--- src/rtl/rand_client_if.sv ---
// Request/response and consumer-side signals of the random-number client.
// master = the client; slave = the server plus the local consumer.
interface rand_client_if;
  logic        REQ_WRITE;
  logic        REQ_WRITE_VALID;
  logic        REQ_WRITE_CONSUMED;
  logic [31:0] RESP_READ;
  logic        RESP_READ_VALID;
  logic        RESP_READ_CONSUMED;
  logic [31:0] OUT_DATA;
  logic        OUT_VALID;
  logic        OUT_READY;

  modport master (
    output REQ_WRITE, REQ_WRITE_VALID, RESP_READ_CONSUMED, OUT_DATA, OUT_VALID,
    input  REQ_WRITE_CONSUMED, RESP_READ, RESP_READ_VALID, OUT_READY
  );

  modport slave (
    input  REQ_WRITE, REQ_WRITE_VALID, RESP_READ_CONSUMED, OUT_DATA, OUT_VALID,
    output REQ_WRITE_CONSUMED, RESP_READ, RESP_READ_VALID, OUT_READY
  );
endinterface

--- src/rtl/rand_client.sv ---
// Random-number client: fetches COUNT words from a rand server into a small FIFO
// and hands them to a consumer. Optional macro RAND_CLIENT_MASK_EN adds a MASK port.
//
// state | meaning
// IDLE  | waiting for START
// RUN   | issuing requests and draining words until COUNT have been popped
module rand_client #(
  parameter int DEPTH     = 4,
  parameter int LOG_DEPTH = 2,
  parameter int CNT_W     = 16
) (
  input  logic             CLK,
  input  logic             RST,
  input  logic             START,
  input  logic [CNT_W-1:0] COUNT,
  output logic             BUSY,
  output logic             DONE,
`ifdef RAND_CLIENT_MASK_EN
  input  logic [31:0]      MASK,
`endif
  rand_client_if.master    bus
);

  typedef enum logic {IDLE, RUN} state_e;

  state_e               state_q;
  logic                 busy_q;
  logic                 done_q;
  logic                 pend_q;
  logic [CNT_W-1:0]     req_left_q;
  logic [CNT_W-1:0]     out_left_q;
  logic [31:0]          mem_q [DEPTH];
  logic [LOG_DEPTH-1:0] wr_ptr_q;
  logic [LOG_DEPTH-1:0] rd_ptr_q;
  logic [LOG_DEPTH:0]   cnt_q;
  logic [31:0]          hold_q;

  logic [LOG_DEPTH+1:0] inflight_d;
  logic                 req_valid_d;
  logic                 fire_d;
  logic                 push_d;
  logic                 pop_d;
  logic                 out_valid_d;
  logic [31:0]          head_d;
  logic [31:0]          push_data_d;
  logic                 unused_resp_valid;

  // Credits: words in the FIFO plus the one in flight must leave room for another.
  assign inflight_d  = {1'b0, cnt_q} + {{(LOG_DEPTH+1){1'b0}}, pend_q};
  assign req_valid_d = (state_q == RUN) && (req_left_q != '0) &&
                       (inflight_d < (LOG_DEPTH+2)'(DEPTH));
  assign fire_d      = req_valid_d & bus.REQ_WRITE_CONSUMED;
  assign push_d      = pend_q;
  assign out_valid_d = (cnt_q != '0);
  assign pop_d       = out_valid_d & bus.OUT_READY;
  assign head_d      = mem_q[rd_ptr_q];

`ifdef RAND_CLIENT_MASK_EN
  assign push_data_d = bus.RESP_READ & MASK;
`else
  assign push_data_d = bus.RESP_READ;
`endif

  assign unused_resp_valid      = bus.RESP_READ_VALID;
  assign bus.REQ_WRITE_VALID    = req_valid_d;
  assign bus.REQ_WRITE          = fire_d;
  assign bus.RESP_READ_CONSUMED = pend_q;
  assign bus.OUT_VALID          = out_valid_d;
  assign bus.OUT_DATA           = out_valid_d ? head_d : hold_q;
  assign BUSY                   = busy_q;
  assign DONE                   = done_q;

  always_ff @(posedge CLK) begin
    if (RST) begin
      state_q    <= IDLE;
      busy_q     <= 1'b0;
      done_q     <= 1'b0;
      pend_q     <= 1'b0;
      req_left_q <= '0;
      out_left_q <= '0;
      wr_ptr_q   <= '0;
      rd_ptr_q   <= '0;
      cnt_q      <= '0;
      hold_q     <= '0;
    end else begin
      done_q <= 1'b0;
      pend_q <= fire_d;

      if (push_d) begin
        mem_q[wr_ptr_q] <= push_data_d;
        wr_ptr_q        <= wr_ptr_q + LOG_DEPTH'(1);
      end
      if (pop_d)
        rd_ptr_q <= rd_ptr_q + LOG_DEPTH'(1);
      // OUT_DATA falls back to the last head once the FIFO drains.
      if (out_valid_d)
        hold_q <= head_d;

      case ({push_d, pop_d})
        2'b10:   cnt_q <= cnt_q + (LOG_DEPTH+1)'(1);
        2'b01:   cnt_q <= cnt_q - (LOG_DEPTH+1)'(1);
        default: cnt_q <= cnt_q;
      endcase

      case (state_q)
        IDLE: begin
          if (START) begin
            if (COUNT != '0) begin
              state_q    <= RUN;
              busy_q     <= 1'b1;
              req_left_q <= COUNT;
              out_left_q <= COUNT;
            end else begin
              done_q <= 1'b1;
            end
          end
        end
        RUN: begin
          if (fire_d)
            req_left_q <= req_left_q - CNT_W'(1);
          if (pop_d) begin
            out_left_q <= out_left_q - CNT_W'(1);
            if (out_left_q == CNT_W'(1)) begin
              state_q <= IDLE;
              busy_q  <= 1'b0;
              done_q  <= 1'b1;
            end
          end
        end
        default: state_q <= IDLE;
      endcase
    end
  end

endmodule

--- src/flat_wrapper.sv ---
// flat-port wrapper written by rule: the top's interface ports become plain ports
module rand_client_flat 
#(
  parameter int DEPTH     = 4,
  parameter int LOG_DEPTH = 2,
  parameter int CNT_W     = 16
)
  (CLK, RST, START, COUNT, BUSY, DONE, bus_REQ_WRITE, bus_REQ_WRITE_VALID, bus_RESP_READ_CONSUMED, bus_OUT_DATA, bus_OUT_VALID, bus_REQ_WRITE_CONSUMED, bus_RESP_READ, bus_RESP_READ_VALID, bus_OUT_READY);
  rand_client_if bus_i ();
  input  logic CLK;
  input  logic RST;
  input  logic START;
  input  logic [CNT_W-1:0] COUNT;
  output logic BUSY;
  output logic DONE;
  output wire logic [$bits(bus_i.REQ_WRITE)-1:0] bus_REQ_WRITE;
  output wire logic [$bits(bus_i.REQ_WRITE_VALID)-1:0] bus_REQ_WRITE_VALID;
  output wire logic [$bits(bus_i.RESP_READ_CONSUMED)-1:0] bus_RESP_READ_CONSUMED;
  output wire logic [$bits(bus_i.OUT_DATA)-1:0] bus_OUT_DATA;
  output wire logic [$bits(bus_i.OUT_VALID)-1:0] bus_OUT_VALID;
  input wire logic [$bits(bus_i.REQ_WRITE_CONSUMED)-1:0] bus_REQ_WRITE_CONSUMED;
  input wire logic [$bits(bus_i.RESP_READ)-1:0] bus_RESP_READ;
  input wire logic [$bits(bus_i.RESP_READ_VALID)-1:0] bus_RESP_READ_VALID;
  input wire logic [$bits(bus_i.OUT_READY)-1:0] bus_OUT_READY;
  assign bus_REQ_WRITE = bus_i.REQ_WRITE;
  assign bus_REQ_WRITE_VALID = bus_i.REQ_WRITE_VALID;
  assign bus_RESP_READ_CONSUMED = bus_i.RESP_READ_CONSUMED;
  assign bus_OUT_DATA = bus_i.OUT_DATA;
  assign bus_OUT_VALID = bus_i.OUT_VALID;
  assign bus_i.REQ_WRITE_CONSUMED = bus_REQ_WRITE_CONSUMED;
  assign bus_i.RESP_READ = bus_RESP_READ;
  assign bus_i.RESP_READ_VALID = bus_RESP_READ_VALID;
  assign bus_i.OUT_READY = bus_OUT_READY;
  rand_client #(.DEPTH(DEPTH), .LOG_DEPTH(LOG_DEPTH), .CNT_W(CNT_W)) u_core (.CLK(CLK), .RST(RST), .START(START), .COUNT(COUNT), .BUSY(BUSY), .DONE(DONE), .bus(bus_i));
endmodule
--- config.mk ---
export PLATFORM = sky130hd
export DESIGN_NAME = rand_client_flat
export DESIGN_NICKNAME = d
export VERILOG_FILES = /design/src/rtl/rand_client_if.sv /design/src/rtl/rand_client.sv /design/src/flat_wrapper.sv
export SDC_FILE = /design/constraint.sdc
export NUM_CORES = 1
export LEC_CHECK = 0
export CORE_UTILIZATION = 25
export CTS_BUF_LIST = sky130_fd_sc_hd__clkbuf_2 sky130_fd_sc_hd__clkbuf_4 sky130_fd_sc_hd__clkbuf_8
export DETAILED_ROUTE_END_ITERATION = 10
export GPL_ROUTABILITY_DRIVEN = 0
export PLACE_DENSITY = 0.54
export SYNTH_ARGS = -nofsm -noshare
export SYNTH_HDL_FRONTEND = slang
export SYNTH_SLANG_ARGS = --single-unit
--- constraint.sdc ---
create_clock -name CLK -period 2.7 [get_ports CLK]
set_input_delay 0.405 -clock CLK [delete_from_list [all_inputs] [get_ports CLK]]
set_output_delay 0.405 -clock CLK [all_outputs]
set_load 0.02 [all_outputs]
==> flow_summary.yaml, run 1 <==
cells_and_area:
  drive_gt1_frac: 0.296
  n_fill_cell: 3372
  fin_util: 0.323
  nets: 803
  area_growth_pct: 27.6
  finalNonFillerCells: 1215
  final_cell_area_mm2: 0.0108
  antenna_cells: 0
timing:
  fin_ws_ns: -0.196
  rsz0062_at_grt: "yes"
  hold_violations: 0
  slew_headroom: 0.319
  max_slew.worst_pin.slew_ns: 1.02
  period_minus_slack_ns: 2.90
  finalCritPeriodShare: 1.07
  fmax_mhz: 345
  setup_viol: 2
  slew_viol_final: 0
  finClkSkew_ns: 0.0176
global_routing:
  grt_pass1_wl_um: 31300
  gr-usage-met1: 0.151
  antenna_found_initial: 0
  grt_use_met3: 0.0352
  grt_max_degree: 37
  grt_pass1_vias: 5473
  grtUsageMet2: 0.196
  grt.total_usage: 0.120
  grt_overflow: 0
  top_usage_layer: "met2"
clocking:
  cts.path.max_buffers: 3
  cts_buffers: 37
  ctsHoldBuffers: 0
  clk_latency_ns: 0.53
  cts-htree-levels: 2
  cts_num_sinks: 205
  tritoncts: "yes"
  clkTransAtPathRegs_ns: 0.05
  cts-root-buf: "clkbuf_8"
floorplan:
  ioPinCount: 92
  fp.dieW_um: 186
  core.rowCount: 67
  coreArea_mm2: 0.0334
  dieArea_mm2: 0.0346
  initial_core_util: 0.253
  dieHeight_um: 186
outcome:
  status: "complete, but fails checks"
  violations: "negative setup slack"
route:
  drtIter0Drc: 320
  post_drt_wl_per_cell_um: 16.8
  postRouteAntennaNets: 0
  post-route-drc-count: 0
  via_per_inst: 4.52
  routed-via-count: 5488
  drtPass1Iterations: 4
  finalWirelength_um: 20400
synthesis:
  synth-seq-cells: 205
  netlist_area_mm2: 0.00847
  synth_cell_type_count: 63
  synth_common_cells: "128 x edfxtp_1, 77 x dfxtp_1, 42 x o21ai_0, 33 x and2_1"
  ys_seq_area_frac: 0.636
  yosysTopAreaCell: "edfxtp_1"
  ys_async_sr_fraction: 0
  yosys-top-cells-area: "edfxtp_1 45%, dfxtp_1 18%, mux4_2 8.5%"
  synth_nets: 664
  synth-edff-count: 128
  syn_inst: 601
  synth_most_common_cell: "edfxtp_1"
  synth_top_flop_cell: "edfxtp_1"
  yosysWarnings: 0
  yosysTopAreaCellShare: 0.454
  syn_avg_cell_area_um2: 14.1
placed_design:
  port_buffers: 90
  dp_hpwl_um: 12600
  dp_cells: 1136
  dp_slack_ns: -0.138
  placed_cell_area_mm2: 0.0101
setup_path:
  worstPathRequired_ns: 2.30
  critPathMaxFanout: 6
  worst_setup_path_start_kind: "flop"
  endpoint_kind: "output pin"
  path_class: "flop to output pin"
  cp.arrival_ns: 2.49
job:
  drv_cap: 0
pwr:
  peakVddDrop_v: 0.000481
  power_density_mw_per_mm2: 789
  leakage_nw: 3.81
  finalPower_w: 0.00852
min_path:
  hold_class: "flop to flop"
[report_power, final]
| part | switching (W) | total [W] | internal (W) | leakage, nW |
|---|---|---|---|---|
| clock network | 0.00127 | 0.00293 | 0.00166 | 0.401 |
| logic | 0.00106 | 0.00200 | 0.000941 | 1.63 |
| registers | 0.0000861 | 0.00359 | 0.00351 | 1.78 |
| total | 0.00241 | 0.00852 | 0.00611 | 3.81 |
[repair_timing]
action,CTS,global route
endpoints found under the setup margin,34,41
pin swaps,1,1
resized for setup,67,52
setup buffers,2,11
[per-layer routing]
metal  routed length, µm  up-vias
li1                    -     2588
met2                9570      170
met1                9030     2697
met5                   0        -
met3                1320       33
met4                 423        0
[critical path: stages (launching register included)]
cell and delay (ns):
dfxtp_1 0.31, or4_4 0.54, or4_4 0.44, buf_4 0.18, o41ai_4 0.25, inv_2 0.10
buf_4 0.17
[sequential cells by signal (all words and copies together) (netlist names), named ones only]
name	cells
u_core.BUSY	1
u_core.bus.RESP_READ_CONSUMED	1
u_core.DONE	1
u_core.req_left_q	16
u_core.wr_ptr_q	2
u_core.cnt_q	3
u_core.out_left_q	16
u_core.state_q	1
u_core.hold_q	32
u_core.rd_ptr_q	2
u_core.mem_q	128
[area by class of cell]
class | count | area (µm²) | area share
Timing Repair Buffer | 137 | 1170 | 0.108
Clock inverter | 11 | 85.1 | 0.00787
Inverter | 19 | 71.3 | 0.00660
Tap cell | 448 | 561 | 0.0519
Multi-Input combinational cell | 340 | 2880 | 0.266
Sequential cell | 205 | 5390 | 0.499
Clock buffer | 55 | 657 | 0.0608
[cell families after synthesis]
family,after synthesis,share of synthesized area
AOI/OAI and AO/OA,124,0.100
xor gates and xnor gates,5,0.00517
adders and majority gates,9,0.0142
buffers and inverters,56,0.0273
DFF,205,0.636
muxes,66,0.130
and+or+nand+nor,136,0.0873
[metrics by stage]
step	hold WS, ns	TNS [ns]
6_report	0.480	-0.373
5_1_grt	0.489	-0.572
4_1_cts	0.465	-0.616
3_5_place_dp	0.474	-0.185
3_3_place_gp	0.460	-0.216
2_1_floorplan	0.447	0
[worst paths after layout]
check | start | to | slack (ns) | cells after the start
worst min register to register | u_core.req_left_q[1] | u_core.req_left_q[1] | 0.48 | 2
worst max register to register | u_core.req_left_q[7] | u_core.req_left_q[9] | 0.11 | 8
worst max-delay path | u_core.req_left_q[7] | bus_REQ_WRITE | -0.20 | 6
worst min-delay path | u_core.req_left_q[1] | u_core.req_left_q[1] | 0.48 | 2
[cell usage in the layout, fill, tap and decap left out, types with 8 or more instances in the layout]
| master | instances |
|---|---|
| ha_1 | 8 |
| mux4_2 | 32 |
| a32o_1 | 15 |
| and2_1 | 33 |
| nand2_1 | 32 |
| clkbuf_8 | 39 |
| mux2_2 | 32 |
| dfxtp_1 | 76 |
| inv_1 | 17 |
| edfxtp_1 | 128 |
| clkdlybuf4s50_1 | 56 |
| o21ai_0 | 42 |
| clkbuf_2 | 25 |
| nor2_1 | 20 |
| a21oi_1 | 21 |
| buf_4 | 42 |
| clkbuf_4 | 16 |
| o31ai_1 | 8 |
Power figures use the tool's default switching activity.
==> run 2: changes to the inputs <==
--- a/config.mk
+++ b/config.mk
@@ -7,6 +7,7 @@
 export LEC_CHECK = 0
 export CORE_UTILIZATION = 25
 export CTS_BUF_LIST = sky130_fd_sc_hd__clkbuf_2 sky130_fd_sc_hd__clkbuf_4 sky130_fd_sc_hd__clkbuf_8
+export CTS_CLUSTER_SIZE = 14
 export DETAILED_ROUTE_END_ITERATION = 10
 export GPL_ROUTABILITY_DRIVEN = 0
 export PLACE_DENSITY = 0.54
==> results of run 2 <==
The final DEF is identical to that of run 1; final timing and power are the same.
==> run 3: changes to the inputs <==
--- a/config.mk
+++ b/config.mk
@@ -10,7 +10,7 @@
 export CTS_CLUSTER_SIZE = 14
 export DETAILED_ROUTE_END_ITERATION = 10
 export GPL_ROUTABILITY_DRIVEN = 0
-export PLACE_DENSITY = 0.54
+export PLACE_DENSITY = 0.53
 export SYNTH_ARGS = -nofsm -noshare
 export SYNTH_HDL_FRONTEND = slang
 export SYNTH_SLANG_ARGS = --single-unit
==> constraint.sdc (replaced) <==
create_clock -name CLK -period 2.94 [get_ports CLK]
set_input_delay 0.441 -clock CLK [delete_from_list [all_inputs] [get_ports CLK]]
set_output_delay 0.441 -clock CLK [all_outputs]
set_load 0.02 [all_outputs]
==> run 3 against run 2 <==
Compared with the run above:
- the flow now finishes without violations
- critical path depth is the same
- sequential cell count is the same
- largest power group unchanged
- total power shrank 8.2%
- first-iteration DRC count shrank 12%
- global-route usage is essentially flat
- setup slack gained 0.24 ns
- via count shrank 2.0%
- die area is the same
- register-to-register slack gained 0.19 ns
==> flow_summary.yaml, run 3 (same netlist as run 1, synthesis figures left out) <==
floorplan:
  ioPinCount: 92
  fp.dieW_um: 186
  coreArea_mm2: 0.0334
  dieArea_mm2: 0.0346
  initial_core_util: 0.253
  dieHeight_um: 186
  core.rowCount: 67
timing:
  period_minus_slack_ns: 2.90
  setup_viol: 0
  hold_violations: 0
  fmax_mhz: 345
  slew_headroom: 0.296
  max_slew.worst_pin.slew_ns: 1.05
  finalSetupTns_ns: 0
  finalCritPeriodShare: 0.986
  finClkSkew_ns: 0.0281
  slew_viol_final: 0
  rsz0062_at_grt: "yes"
setup_path:
  path_buf_inv: 2
  worstPathCellList: "or4_4 > or4_4 > nor4_4 > buf_4 > nor4b_2 > buf_4"
  rrSetupSlack_ns: 0.30
  critPathMaxFanout: 4
  cp.arrival_ns: 2.46
  worst_setup_path_start_kind: "flop"
  crit_family: "simple AND/OR/NAND/NOR gates"
  path_class: "flop to output pin"
  endpoint_kind: "output pin"
  timing.rr.end: "u_core.req_left_q[7]"
  slowest_stage: "or4_4"
  worst_path_largest_cell_delay_ns: 0.54
  r2r_start: "u_core.req_left_q[7]"
  ff2ff_path_depth: 7
  worstPathRequired_ns: 2.50
cells_and_area:
  area_growth_pct: 27.5
  largest_reg_flops: 128
  finalNonFillerCells: 1196
  final_common_cell: "edfxtp_1"
  drive_gt1_frac: 0.240
  largestRegisters: "u_core.mem_q (128), u_core.hold_q (32)"
  n_fill_cell: 3331
  nets: 783
  layout_common_cells: "128 x edfxtp_1, 75 x dfxtp_1, 56 x clkdlybuf4s50_1"
  top_register: "u_core.mem_q"
clocking:
  cts_num_sinks: 205
  clk_latency_ns: 0.55
  tritoncts: "yes"
  cts_buffers: 38
  cts.path.max_buffers: 3
  cts-htree-levels: 2
  cts-root-buf: "clkbuf_8"
  clkTransAtPathRegs_ns: 0.05
  ctsHoldBuffers: 0
min_path:
  hold_class: "flop to flop"
  hold_path_depth: 2
  whs_endpoint: "u_core.out_left_q[15]"
  min_from: "u_core.out_left_q[15]"
route:
  post_drt_wl_per_cell_um: 16.9
  finalWirelength_um: 20300
  post-route-drc-count: 0
  routed-via-count: 5376
  drtPass1Iterations: 4
  via_per_inst: 4.49
  drtIter0Drc: 281
  postRouteAntennaNets: 0
global_routing:
  grt.total_usage: 0.120
  grt_overflow: 0
  grt_pass1_wl_um: 31500
  antenna_found_initial: 1
  grt_max_degree: 48
  grt_pass1_vias: 5666
pwr:
  power_density_mw_per_mm2: 725
  peakVddDrop_v: 0.000435
  leakage_nw: 3.80
outcome:
  status: "complete, no violations"
placed_design:
  dp_hpwl_um: 12300
  dp_cells: 1127
  port_buffers: 90
job:
  drv_cap: 0
## run 3: cell types whose count changed in the layout (fill, tap and decap cells not counted), moves of 3 or more
cell and change:
dlygate4sd2_1 +32, clkbuf_2 -25, buf_4 -21, buf_2 -5, clkinvlp_4 +3
## run 3: where the power goes
group	leakage, nW	internal, W	switching (W)
combinational	1.62	0.000810	0.000942
sequential	1.78	0.00322	0.0000796
clock	0.401	0.00156	0.00121
total	3.80	0.00559	0.00223
## run 3: timing repair
| action | in CTS | in global routing |
|---|---|---|
| resized for setup | 44 | 4 |
| pin swaps | 2 | 1 |
| setup buffers | 1 | 0 |
| endpoints found under the setup margin | 34 | 1 |
## run 3: how the worst max path moves through the flow
stage / start / end / slack (ns) / depth (start not counted)
detailed placement: u_core.req_left_q[7] / bus_REQ_WRITE_VALID / 0.005 / 6
global placement: u_core.req_left_q[7] / bus_REQ_WRITE_VALID / 0.01 / 6
finish: u_core.req_left_q[7] / bus_REQ_WRITE_VALID / 0.04 / 6
CTS: u_core.req_left_q[7] / bus_REQ_WRITE_VALID / -0.06 / 6
floorplan: u_core.req_left_q[7] / bus_REQ_WRITE / 0.38 / 6
global route: u_core.req_left_q[7] / bus_REQ_WRITE_VALID / -0.06 / 6
## run 3: worst register-to-register path: cells and delay by family (launching register included)
kind	cells	cell delay, ns
flops	1	0.31
simple gates	2	1.07
compound gates	3	0.84
buf+inv	2	0.30
## run 3: routing by layer
| layer | vias to the layer above | part of all wire | GRT usage |
|---|---|---|---|
| met1 | 2641 | 0.44 | 0.150 |
| li1 | 2550 | - | - |
| met2 | 154 | 0.47 | 0.194 |
| met4 | 0 | 0.020 | 0.0449 |
| met3 | 31 | 0.075 | 0.0391 |
| met5 | - | 0 | 0 |
## run 3: layout make-up
class	instances	area, µm²	area share
tap	448	561	0.0519
multi-input combinational	340	2880	0.267
clock inverter	12	105	0.00974
sequential	205	5390	0.499
inverter	19	71.3	0.00661
timing repair buffer	116	1110	0.103
antenna	1	2.50	0.000232
clock buffer	55	669	0.0620
## run 3: through the flow
step	util	power [W]	area, µm²	hold WS [ns]	setup WS [ns]
finish	0.323	0.00782	10800	0.472	0.0407
floorplan	-	0.00449	8470	0.447	0.381
CTS	0.323	0.00796	10800	0.474	-0.0646
global placement	0.300	0.00524	10000	0.465	0.0146
detailed placement	0.300	0.00525	10000	0.467	0.00458
global route	0.323	0.00822	10800	0.503	-0.0568
